File: src/rtl/led_pattern_sequencer.sv
// LED pattern sequencer: a prescaled step tick drives one of four 4-bit patterns,
// and a synchronized, debounced mode button cycles BLINK -> CHASE -> PINGPONG -> COUNT.
module led_pattern_sequencer #(
  parameter int TICK_DIV     = 25_000_000,
  parameter int DEBOUNCE_CYC = 1_000_000
) (
  input  logic       i_clk,
  input  logic       i_rst_n,
  input  logic       i_btn_mode,
  input  logic       i_pause,
  output logic [3:0] o_led,
  output logic [1:0] o_mode,
  output logic       o_tick
);

  localparam int PW = $clog2(TICK_DIV);
  localparam int DW = $clog2(DEBOUNCE_CYC);
  localparam logic [PW-1:0] PRESC_LAST = PW'(TICK_DIV - 1);
  localparam logic [DW-1:0] DEB_LAST   = DW'(DEBOUNCE_CYC - 1);

  typedef enum logic [1:0] {
    MODE_BLINK    = 2'd0,
    MODE_CHASE    = 2'd1,
    MODE_PINGPONG = 2'd2,
    MODE_COUNT    = 2'd3
  } mode_e;

  logic          btn_meta;
  logic          btn_sync;
  logic [DW-1:0] deb_cnt;
  logic          btn_deb;
  logic          mode_adv;
  logic [PW-1:0] presc;
  logic          tick_q;
  mode_e         state_q;
  mode_e         state_d;
  logic [3:0]    init_led;
  logic [3:0]    led_q;
  logic          dir_right;

  always_ff @(posedge i_clk or negedge i_rst_n) begin
    if (!i_rst_n) begin
      btn_meta <= 1'b0;
      btn_sync <= 1'b0;
    end else begin
      btn_meta <= i_btn_mode;
      btn_sync <= btn_meta;
    end
  end

  // The level is accepted only after DEBOUNCE_CYC consecutive disagreeing samples;
  // mode_adv fires on the accepted press, never on the release.
  always_ff @(posedge i_clk or negedge i_rst_n) begin
    if (!i_rst_n) begin
      deb_cnt  <= '0;
      btn_deb  <= 1'b0;
      mode_adv <= 1'b0;
    end else begin
      mode_adv <= 1'b0;
      if (btn_sync != btn_deb) begin
        if (deb_cnt == DEB_LAST) begin
          btn_deb  <= ~btn_deb;
          deb_cnt  <= '0;
          mode_adv <= ~btn_deb;
        end else begin
          deb_cnt <= deb_cnt + 1'b1;
        end
      end else begin
        deb_cnt <= '0;
      end
    end
  end

  // A mode change restarts the step period so the new pattern gets a full first step.
  always_ff @(posedge i_clk or negedge i_rst_n) begin
    if (!i_rst_n) begin
      presc  <= '0;
      tick_q <= 1'b0;
    end else if (mode_adv) begin
      presc  <= '0;
      tick_q <= 1'b0;
    end else if (i_pause) begin
      tick_q <= 1'b0;
    end else if (presc == PRESC_LAST) begin
      presc  <= '0;
      tick_q <= 1'b1;
    end else begin
      presc  <= presc + 1'b1;
      tick_q <= 1'b0;
    end
  end

  always_ff @(posedge i_clk or negedge i_rst_n) begin
    if (!i_rst_n) begin
      state_q <= MODE_BLINK;
    end else begin
      state_q <= state_d;
    end
  end

  always_comb begin
    state_d = state_q;
    if (mode_adv) begin
      unique case (state_q)
        MODE_BLINK:    state_d = MODE_CHASE;
        MODE_CHASE:    state_d = MODE_PINGPONG;
        MODE_PINGPONG: state_d = MODE_COUNT;
        MODE_COUNT:    state_d = MODE_BLINK;
      endcase
    end
  end

  always_comb begin
    o_mode   = state_q;
    init_led = 4'b0000;
    if (state_d == MODE_CHASE || state_d == MODE_PINGPONG) begin
      init_led = 4'b0001;
    end
  end

  // An advance overrides a coincident step: the new mode starts from its initial pattern.
  always_ff @(posedge i_clk or negedge i_rst_n) begin
    if (!i_rst_n) begin
      led_q     <= 4'b0000;
      dir_right <= 1'b0;
    end else if (mode_adv) begin
      led_q     <= init_led;
      dir_right <= 1'b0;
    end else if (tick_q) begin
      unique case (state_q)
        MODE_BLINK: led_q <= ~led_q;
        MODE_CHASE: led_q <= {led_q[2:0], led_q[3]};
        MODE_PINGPONG: begin
          if (!dir_right) begin
            if (led_q[3]) begin
              dir_right <= 1'b1;
              led_q     <= 4'b0100;
            end else begin
              led_q <= led_q << 1;
            end
          end else begin
            if (led_q[0]) begin
              dir_right <= 1'b0;
              led_q     <= 4'b0010;
            end else begin
              led_q <= led_q >> 1;
            end
          end
        end
        MODE_COUNT: led_q <= led_q + 4'd1;
      endcase
    end
  end

  assign o_led  = led_q;
  assign o_tick = tick_q;

endmodule
File: config.mk
export PLATFORM = sky130hd
export DESIGN_NAME = led_pattern_sequencer
export DESIGN_NICKNAME = d
export VERILOG_FILES = /design/src/rtl/led_pattern_sequencer.sv
export SDC_FILE = /design/constraint.sdc
export NUM_CORES = 1
export LEC_CHECK = 0
export CAP_MARGIN = 25
export CORE_ASPECT_RATIO = 0.8
export CORE_MARGIN = 5
export CORE_UTILIZATION = 25
export CTS_BUF_LIST = sky130_fd_sc_hd__clkbuf_4
export DETAILED_ROUTE_END_ITERATION = 12
export PLACE_DENSITY = 0.39
export SYNTH_ARGS = -nofsm -noshare
export SYNTH_HDL_FRONTEND = slang
export SYNTH_SLANG_ARGS = --single-unit
File: constraint.sdc
create_clock -name i_clk -period 2.4 [get_ports i_clk]
set_input_delay 0.72 -clock i_clk [delete_from_list [all_inputs] [get_ports i_clk]]
set_output_delay 0.72 -clock i_clk [all_outputs]
set_load 0.01 [all_outputs]
==> flow_summary.toml, run 1 <==
[clocking]
cts_sinks = 57
cts_resized = 0
htreeDepth = 3
cts_hold_buf = 0
clockRootBuffer = "clkbuf_4"
clkLatencyLatePin_ns = 0.40
path_clk_slew_ns = 0.11
clockBufferDepth = 2
cts_setup_buffers = 0
cts_buffers = 9
cts_tree = "yes"

[worst_setup_path]
crit_path_max_fanout = 10
required_ns = 1.68
path_cells = "clkdlybuf4s50_1"
crit_arrival_ns = 1.55
start_kind = "flip-flop"
worst_r2r_endpoint = "presc[22]$_DFFE_PN0P_"
worstReg2RegStart = "presc[0]$_DFFE_PN0P_"
r2r_slack_ns = 0.35
crit_buf_inv = 1
worst_setup_path_end_kind = "output port"
worstSetupEndpoint = "o_led[3]"
r2r_cells = 7
crit_start = "o_led[3]$_DFFE_PN0P_"
cp_slowest_cell = "clkdlybuf4s50_1"
critPathMaxStageDelay_ns = 0.60
worst-path-stages = 1
worstSetupPathType = "flip-flop to output port"
cp_top_family = "buffers and inverters"

[placement]
port_buffers = 10
gp_congestion = 0.7594
place_hpwl_um = 4732
placed_area_sq_um = 3460

[global_routing]
grt_max_degree = 58
grt_pass1_wl_um = 11630
antenna_found_initial = 0
grt_usage = 0.09930
overflow = 0
grt_pass1_vias = 2294

[drt]
num_vias = 2307
wire_per_inst_um = 13.35
dr.first_iter.drc_count = 138
routed_wl_um = 6851
drc_errors = 0
firstDrtPassIters = 4
via_per_inst = 4.497
ant_nets = 0

[final_layout]
design_area_sq_um = 3588
final_nets = 349
n_antenna_cell = 0
mostFrequentLayoutCell = "dfrtp_1"
area_growth_pct = 15.09
drive_above_1_share = 0.1287
final_cell_mix = "dfrtp_1, nor2_1, nand2_1"
fill_cells = 1287

[flow_run]
maxCapViolations = 0

[timing]
finalClockSkew_ns = 0.01595
rsz0062_at_grt = "false"
hold_viol_final = 0
fmax_mhz = 440.2
finalCriticalPeriod_ns = 2.271
fin_setup_tns_ns = 0
finalCritPeriodShare = 0.9465
drv_slew = 0
setup-violations-final = 0
max_slew.worst_pin.slew_ns = 0.5287
slew_headroom = 0.6456

[logic_synthesis]
synthTopCellsByArea = "dfrtp_1, nor2_1, xnor2_1"
synthFlopType = "dfrtp_1"
syn_area_sq_um = 3118
syn_inst = 316
synth.largest_area_cell = "dfrtp_1"
syn-num-nets = 328
async_reset_ff_frac = 1.000
ys_ff_latch = 57
yosys_warnings = 0
synth_edf_count = 0
avgSynthCellArea_sq_um = 9.867
ys_seq_area_frac = 0.4575
synth_top_area_frac = 0.4575
synth_cell_types = 50

[die]
rows = 36
ios = 11
die_h_um = 109.9
fp.dieW_um = 134.9
dieArea_sq_um = 14820
core_area_sq_um = 12210
start_util = 0.2554

[hold_path]
worstHoldPathType = "input pin to async pin"

[run_status]
status = "finished clean"

[power]
p_per_area_nw_per_um2 = 560.1
p_leak_nw = 1.511
ir_worst_vdd_mv = 0.2702
## cell type report
type / count / area, sq um / area share
clock inverter: 7 / 61.31 / 0.01709
clock buffer: 9 / 67.56 / 0.01883
tap: 171 / 214.0 / 0.05962
inverter: 8 / 30.03 / 0.008368
sequential: 57 / 1426 / 0.3975
timing repair buffer: 22 / 197.7 / 0.05509
multi-input combinational: 239 / 1592 / 0.4435
## synth_stat cells (all sizes together), types with 7 or more instances
cell type	count
dfrtp	57
nor2	46
nand2	25
nand3	23
xnor2	18
xor2	18
nand4	17
nor3	9
a31oi	8
ha	8
inv	8
nor4	8
and3	7
## layer usage
layer,GRT usage,part of all wire,vias up
met5,0,0,-
met4,0.03125,0.0080,0
met3,0.03339,0.034,4
met2,0.1513,0.42,28
met1,0.1334,0.53,1110
li1,-,-,1165
## sequential cells by signal, indices dropped and copies added, names as in the netlist
name	count
o_led	4
o_tick	1
o_mode	2
btn_deb	1
deb_cnt	20
dir_right	1
btn_meta	1
mode_adv	1
presc	25
btn_sync	1
## worst min-delay path by stage
| stage | depth (start not counted) | slack (ns) | end |
|---|---|---|---|
| 2_1_floorplan | 0 | 0.33 | btn_sync$_DFF_PN0_ |
| 3_3_place_gp | 0 | 0.33 | btn_sync$_DFF_PN0_ |
| 3_5_place_dp | 0 | 0.34 | btn_sync$_DFF_PN0_ |
| 4_1_cts | 2 | 0.30 | presc[12]$_DFFE_PN0P_ |
| 5_1_grt | 2 | 0.31 | o_led[2]$_DFFE_PN0P_ |
| 6_report | 2 | 0.32 | presc[12]$_DFFE_PN0P_ |
## report_power, final
part	switching, W	internal (W)
sequential	0.000102	0.00102
combinational	0.000116	0.0000959
clock	0.000369	0.000305
total	0.000587	0.00142
## stage by stage
step                      total power [W]  std cells  utilization  hold WS [ns]  setup slack (ns)
after global placement           0.001361        497       0.2834        0.3328           0.08012
final                            0.002010        513       0.2940        0.3222            0.1285
after CTS                        0.002056        513       0.2940        0.3022           0.08236
after global routing             0.002135        513       0.2940        0.3054           0.01205
after detailed placement         0.001356        497       0.2834        0.3363           0.08444
after floorplan                  0.001266        316            -        0.3312            0.5848
## logic make-up (layout without fill, tap and decap cells)
kind of cell / count (synthesis) / in the layout / synth area share
AOI/OAI and AO/OA: 31 / 31 / 0.07785
xor gates and xnor gates: 36 / 36 / 0.1011
adders and majority gates: 8 / 8 / 0.03210
buffers and inverters: 20 / 46 / 0.03210
DFF: 57 / 57 / 0.4575
muxes: 3 / 3 / 0.01043
and+or+nand+nor: 161 / 161 / 0.2889
Power figures use the tool's default switching activity.
==> run 2: changes to the inputs <==
Settings changed: ABC_AREA set to 1, CORE_MARGIN 5 to 1.5.
==> run 2 against run 1 <==
Critical path depth did not move. Hold slack got worse by 0.020 ns. Synthesized cell count grew 54%. Combinational power up 18%. Non-clock buffer count is 8 lower. Fmax grew 0.63%. Power rose by 12%. Worst setup slack improved by 0.014 ns. Sequential share of layout area decreased by 4.2 points. Register-to-register slack improved by 0.25 ns. Global-route usage up 3.1 points. First-iteration DRC count grew 17%. Critical path type unchanged. Largest cell class unchanged.
==> flow_summary.toml, run 2 <==
[power]
ir_worst_vdd_mv = 0.2411
p_leak_nw = 1.734
p_per_area_nw_per_um2 = 560.5

[logic_synthesis]
synth_fa_ha_area_frac = 0.02849
synth.most_common_cell = "nand2_1"
synth_edf_count = 0
async_reset_ff_frac = 1.000
syn_area_sq_um = 3513
synthSimpleGateAreaFrac = 0.4014
synth_commonest_cells = "nand2_1, nor2_1, dfrtp_1"
ys_ff_latch = 57
synth_cell_types = 31
synth-compound-area-share = 0.05413
avgSynthCellArea_sq_um = 7.229
synthTopCellsByArea = "dfrtp_1, nand2_1, nor2_1"
synth_top_family_by_area = "simple AND/OR/NAND/NOR gates"
yosys_warnings = 0
synth_xor_area_frac = 0.04238
ys_seq_area_frac = 0.4060
syn-num-nets = 498
synth_mux_area_frac = 0
synth.largest_area_cell = "dfrtp_1"
synthFlopType = "dfrtp_1"
syn_inst = 486
synth_top_area_frac = 0.4060

[drt]
firstDrtPassIters = 4
drc_errors = 0
routed_wl_um = 8626
dr.first_iter.drc_count = 161
num_vias = 3070
ant_nets = 0
via_per_inst = 4.449
wire_per_inst_um = 12.50

[hold_path]
worstHoldPathType = "input pin to async pin"

[final_layout]
final_cell_mix = "nand2_1, nor2_1, dfrtp_1"
final_nets = 517
largest_reg_flops = 25
top_register = "presc"
n_antenna_cell = 0
area_growth_pct = 14.14
mostFrequentLayoutCell = "nand2_1"
drive_above_1_share = 0.09804

[worst_setup_path]
cp_top_family = "buffers and inverters"
crit_path_max_fanout = 9
cp_slowest_cell = "clkdlybuf4s50_1"
worstSetupPathType = "flip-flop to output port"
required_ns = 1.68
crit_arrival_ns = 1.54
start_kind = "flip-flop"
path_cells = "clkdlybuf4s50_1"
worst-path-stages = 1
critPathMaxStageDelay_ns = 0.60
crit_buf_inv = 1
r2r_cells = 7
worst_setup_path_end_kind = "output port"

[clocking]
cts_hold_buf = 0
cts_buffers = 9
clockRootBuffer = "clkbuf_4"
cts_resized = 0
cts_tree = "yes"
clkLatencyLatePin_ns = 0.41
htreeDepth = 3
path_clk_slew_ns = 0.12
cts_setup_buffers = 0
clockBufferDepth = 2
cts_sinks = 57

[timing]
finalCriticalPeriod_ns = 2.257
fmax_mhz = 443.0
slew_headroom = 0.6185
fin_setup_tns_ns = 0
whs_ns = 0.3022
hold_viol_final = 0
rsz0062_at_grt = "false"
finalClockSkew_ns = 0.01876
finalCritPeriodShare = 0.9406
drv_slew = 0
setup-violations-final = 0
max_slew.worst_pin.slew_ns = 0.5679

[run_status]
status = "finished clean"

[die]
core_area_sq_um = 13650
ios = 11
fp.dieW_um = 135.5
die_h_um = 109.0
start_util = 0.2575
rows = 38
dieArea_sq_um = 14780

[global_routing]
grt_max_degree = 58
grt_pass1_wl_um = 14780
antenna_found_initial = 0
overflow = 0
grt_usage = 0.1306
grt_pass1_vias = 2844

[placement]
gp_congestion = 0.8211
port_buffers = 10
place_hpwl_um = 6283

[flow_run]
maxCapViolations = 0
-- run 2: changes by cell type after synthesis, sizes merged, moves of 8 or more --
| cell | previous run | this run |
|---|---|---|
| nand2 | 25 | 144 |
| nor2 | 46 | 99 |
| inv | 8 | 52 |
| nand3 | 23 | 37 |
| xnor2 | 18 | 4 |
| a21oi | 5 | 14 |
| nor4 | 8 | 0 |
-- run 2: per-layer routing --
metal	routed length [um]	global-route usage	up-vias	part of all wire
li1	-	-	1589	-
met1	4830	0.1937	1438	0.56
met2	3501	0.1820	41	0.41
met3	257	0.03394	2	0.030
met4	37	0.04147	0	0.0043
met5	0	0	-	0
-- run 2: final timing paths --
| path | startpoint | to | slack, ns |
|---|---|---|---|
| max | o_led[1]$_DFFE_PN0P_ | o_led[1] | 0.14 |
| min | i_rst_n | deb_cnt[4]$_DFF_PN0_ | 0.30 |
| max reg2reg | deb_cnt[0]$_DFF_PN0_ | deb_cnt[19]$_DFF_PN0_ | 0.60 |
| min reg2reg | btn_meta$_DFF_PN0_ | btn_sync$_DFF_PN0_ | 0.38 |
| max in group asynchronous | i_rst_n | o_led[0]$_DFFE_PN0P_ | 1.83 |
| min in group i_clk | btn_meta$_DFF_PN0_ | btn_sync$_DFF_PN0_ | 0.38 |
-- run 2: logic make-up (layout without fill, tap and decap cells) --
kind of cell / count (synthesis) / count (layout)
XOR/XNOR: 17 / 17
flip-flops: 57 / 57
adder cells (fa/ha/maj): 8 / 8
AND/OR/NAND/NOR: 313 / 313
buffers and inverters: 58 / 82
AO/OA/AOI/OAI: 33 / 33
-- run 2: final cells by class --
type,instances,area [sq um]
Tap cell,180,225.2
Sequential cell,57,1426
Clock inverter,7,108.9
Fill cell,1461,9635
Multi-Input combinational cell,371,1849
Clock buffer,9,67.56
Timing Repair Buffer,14,137.6
Inverter,52,195.2
-- run 2: metrics by stage --
stage          std cells    util  cell area (sq um)  power (W)  setup WS (ns)
2_1_floorplan        486       -               3513   0.001275         0.8221
3_3_place_gp         674  0.2809               3834   0.001368         0.2585
3_5_place_dp         674  0.2809               3834   0.001367         0.2472
4_1_cts              690  0.2939               4010   0.002298        0.07689
5_1_grt              690  0.2939               4010   0.002386        0.02105
6_report             690  0.2939               4010   0.002248         0.1426
-- run 2: power breakdown --
group | leakage (nW) | total (W) | switching (W) | internal (W)
sequential | 0.765 | 0.00110 | 0.0000720 | 0.00102
clock | 0.0971 | 0.000902 | 0.000383 | 0.000519
combinational | 0.872 | 0.000251 | 0.000149 | 0.000102
==> run 3: changes to the inputs <==
Settings changed: CTS_BUF_LIST sky130_fd_sc_hd__clkbuf_4 to sky130_fd_sc_hd__clkbuf_8.
==> run 3 against run 2 <==
Via count increased by 0.33%. Critical path depth unchanged. Final area increased by 1.7%. Sequential cell count unchanged. Routed wire length increased by 0.45%. Non-clock buffer count unchanged. Critical path type unchanged.
==> flow_summary.toml, run 3 (same netlist as run 2, synthesis figures left out) <==
[clocking]
clockBufferDepth = 2
htreeDepth = 3
cts_buffers = 9
cts_setup_buffers = 0
cts_hold_buf = 0
cts_resized = 0
cts_tree = "yes"
path_clk_slew_ns = 0.06
cts_sinks = 57
clkLatencyLatePin_ns = 0.34
clockRootBuffer = "clkbuf_8"

[worst_setup_path]
crit_path_max_fanout = 9
critPathMaxStageDelay_ns = 0.60
worst-path-stages = 1
start_kind = "flip-flop"
cp_top_family = "buffers and inverters"
worstSetupPathType = "flip-flop to output port"
worst_setup_path_end_kind = "output port"
required_ns = 1.68
path_cells = "clkdlybuf4s50_1"
crit_arrival_ns = 1.46
crit_buf_inv = 1
cp_slowest_cell = "clkdlybuf4s50_1"
r2r_cells = 7

[drt]
via_per_inst = 4.464
wire_per_inst_um = 12.56
dr.first_iter.drc_count = 229
firstDrtPassIters = 5
num_vias = 3080
drc_errors = 0
ant_nets = 0
routed_wl_um = 8665

[final_layout]
drive_above_1_share = 0.1000
final_nets = 517
area_growth_pct = 16.03
design_area_sq_um = 4076
mostFrequentLayoutCell = "nand2_1"
largest_reg_flops = 25
top_register = "presc"
final_cell_mix = "nand2_1, nor2_1, dfrtp_1"
n_antenna_cell = 0
fill_cells = 1461

[global_routing]
grt_pass1_vias = 2828
grt_max_degree = 58
antenna_found_initial = 0
grt_usage = 0.1314
overflow = 0
grt_pass1_wl_um = 14810

[timing]
drv_slew = 0
fin_setup_tns_ns = 0
fmax_mhz = 458.6
setup-violations-final = 0
hold_viol_final = 0
slew_headroom = 0.6194
rsz0062_at_grt = "false"
max_slew.worst_pin.slew_ns = 0.5666
finalCriticalPeriod_ns = 2.181
finalCritPeriodShare = 0.9086
finalClockSkew_ns = 0.01025

[hold_path]
min_path_cells = 0
worstHoldPathType = "flip-flop to flip-flop"

[placement]
gp_congestion = 0.8211
port_buffers = 10
place_hpwl_um = 6283
placed_area_sq_um = 3834

[die]
core_area_sq_um = 13650
fp.dieW_um = 135.5
dieArea_sq_um = 14780
start_util = 0.2575
ios = 11
die_h_um = 109.0
rows = 38

[run_status]
status = "finished clean"

[flow_run]
maxCapViolations = 0

[power]
p_per_area_nw_per_um2 = 606.1
p_leak_nw = 1.763
ir_worst_vdd_mv = 0.2603
-- run 3: path summary, 6_finish.rpt --
check	startpoint	end	slack [ns]
min in group asynchronous	i_rst_n	deb_cnt[8]$_DFF_PN0_	0.38
max reg2reg	deb_cnt[0]$_DFF_PN0_	deb_cnt[19]$_DFF_PN0_	0.61
max in group asynchronous	i_rst_n	o_led[0]$_DFFE_PN0P_	1.76
min reg2reg	btn_meta$_DFF_PN0_	btn_sync$_DFF_PN0_	0.37
max	o_led[1]$_DFFE_PN0P_	o_led[1]	0.22
min	btn_meta$_DFF_PN0_	btn_sync$_DFF_PN0_	0.37
-- run 3: where the power goes --
part | switching (W) | internal [W] | total, W | leakage (nW)
combinational | 0.000149 | 0.000102 | 0.000251 | 0.872
clock | 0.000411 | 0.000713 | 0.00112 | 0.126
sequential | 0.0000716 | 0.00102 | 0.00110 | 0.765
total | 0.000632 | 0.00184 | 0.00247 | 1.76
-- run 3: cell type report --
class,count,area (sq um),area share
well taps,180,225.2,0.05525
flip-flops and latches,57,1426,0.3499
clock inverters,6,105.1,0.02578
repair buffers,14,137.6,0.03376
clock buffers,10,137.6,0.03376
multi-input cells,371,1849,0.4537
inverters,52,195.2,0.04788
-- run 3: stage by stage --
stage                     power, W    util  instances  hold slack, ns  setup slack (ns)
final                     0.002471  0.2987        690          0.3699            0.2195
after global routing      0.002611  0.2987        690          0.3874            0.1197
after CTS                 0.002521  0.2987        690          0.3719            0.1750
after detailed placement  0.001367  0.2809        674          0.3631            0.2472
after global placement    0.001368  0.2809        674          0.3684            0.2585
after floorplan           0.001275       -        486          0.3312            0.8221
-- run 3: metal layers --
| metal | part of all wire | vias up | global-route usage |
|---|---|---|---|
| met5 | 0 | - | 0 |
| li1 | - | 1584 | - |
| met2 | 0.40 | 42 | 0.1827 |
| met3 | 0.035 | 8 | 0.04231 |
| met4 | 0.0099 | 0 | 0.02995 |
| met1 | 0.55 | 1446 | 0.1945 |
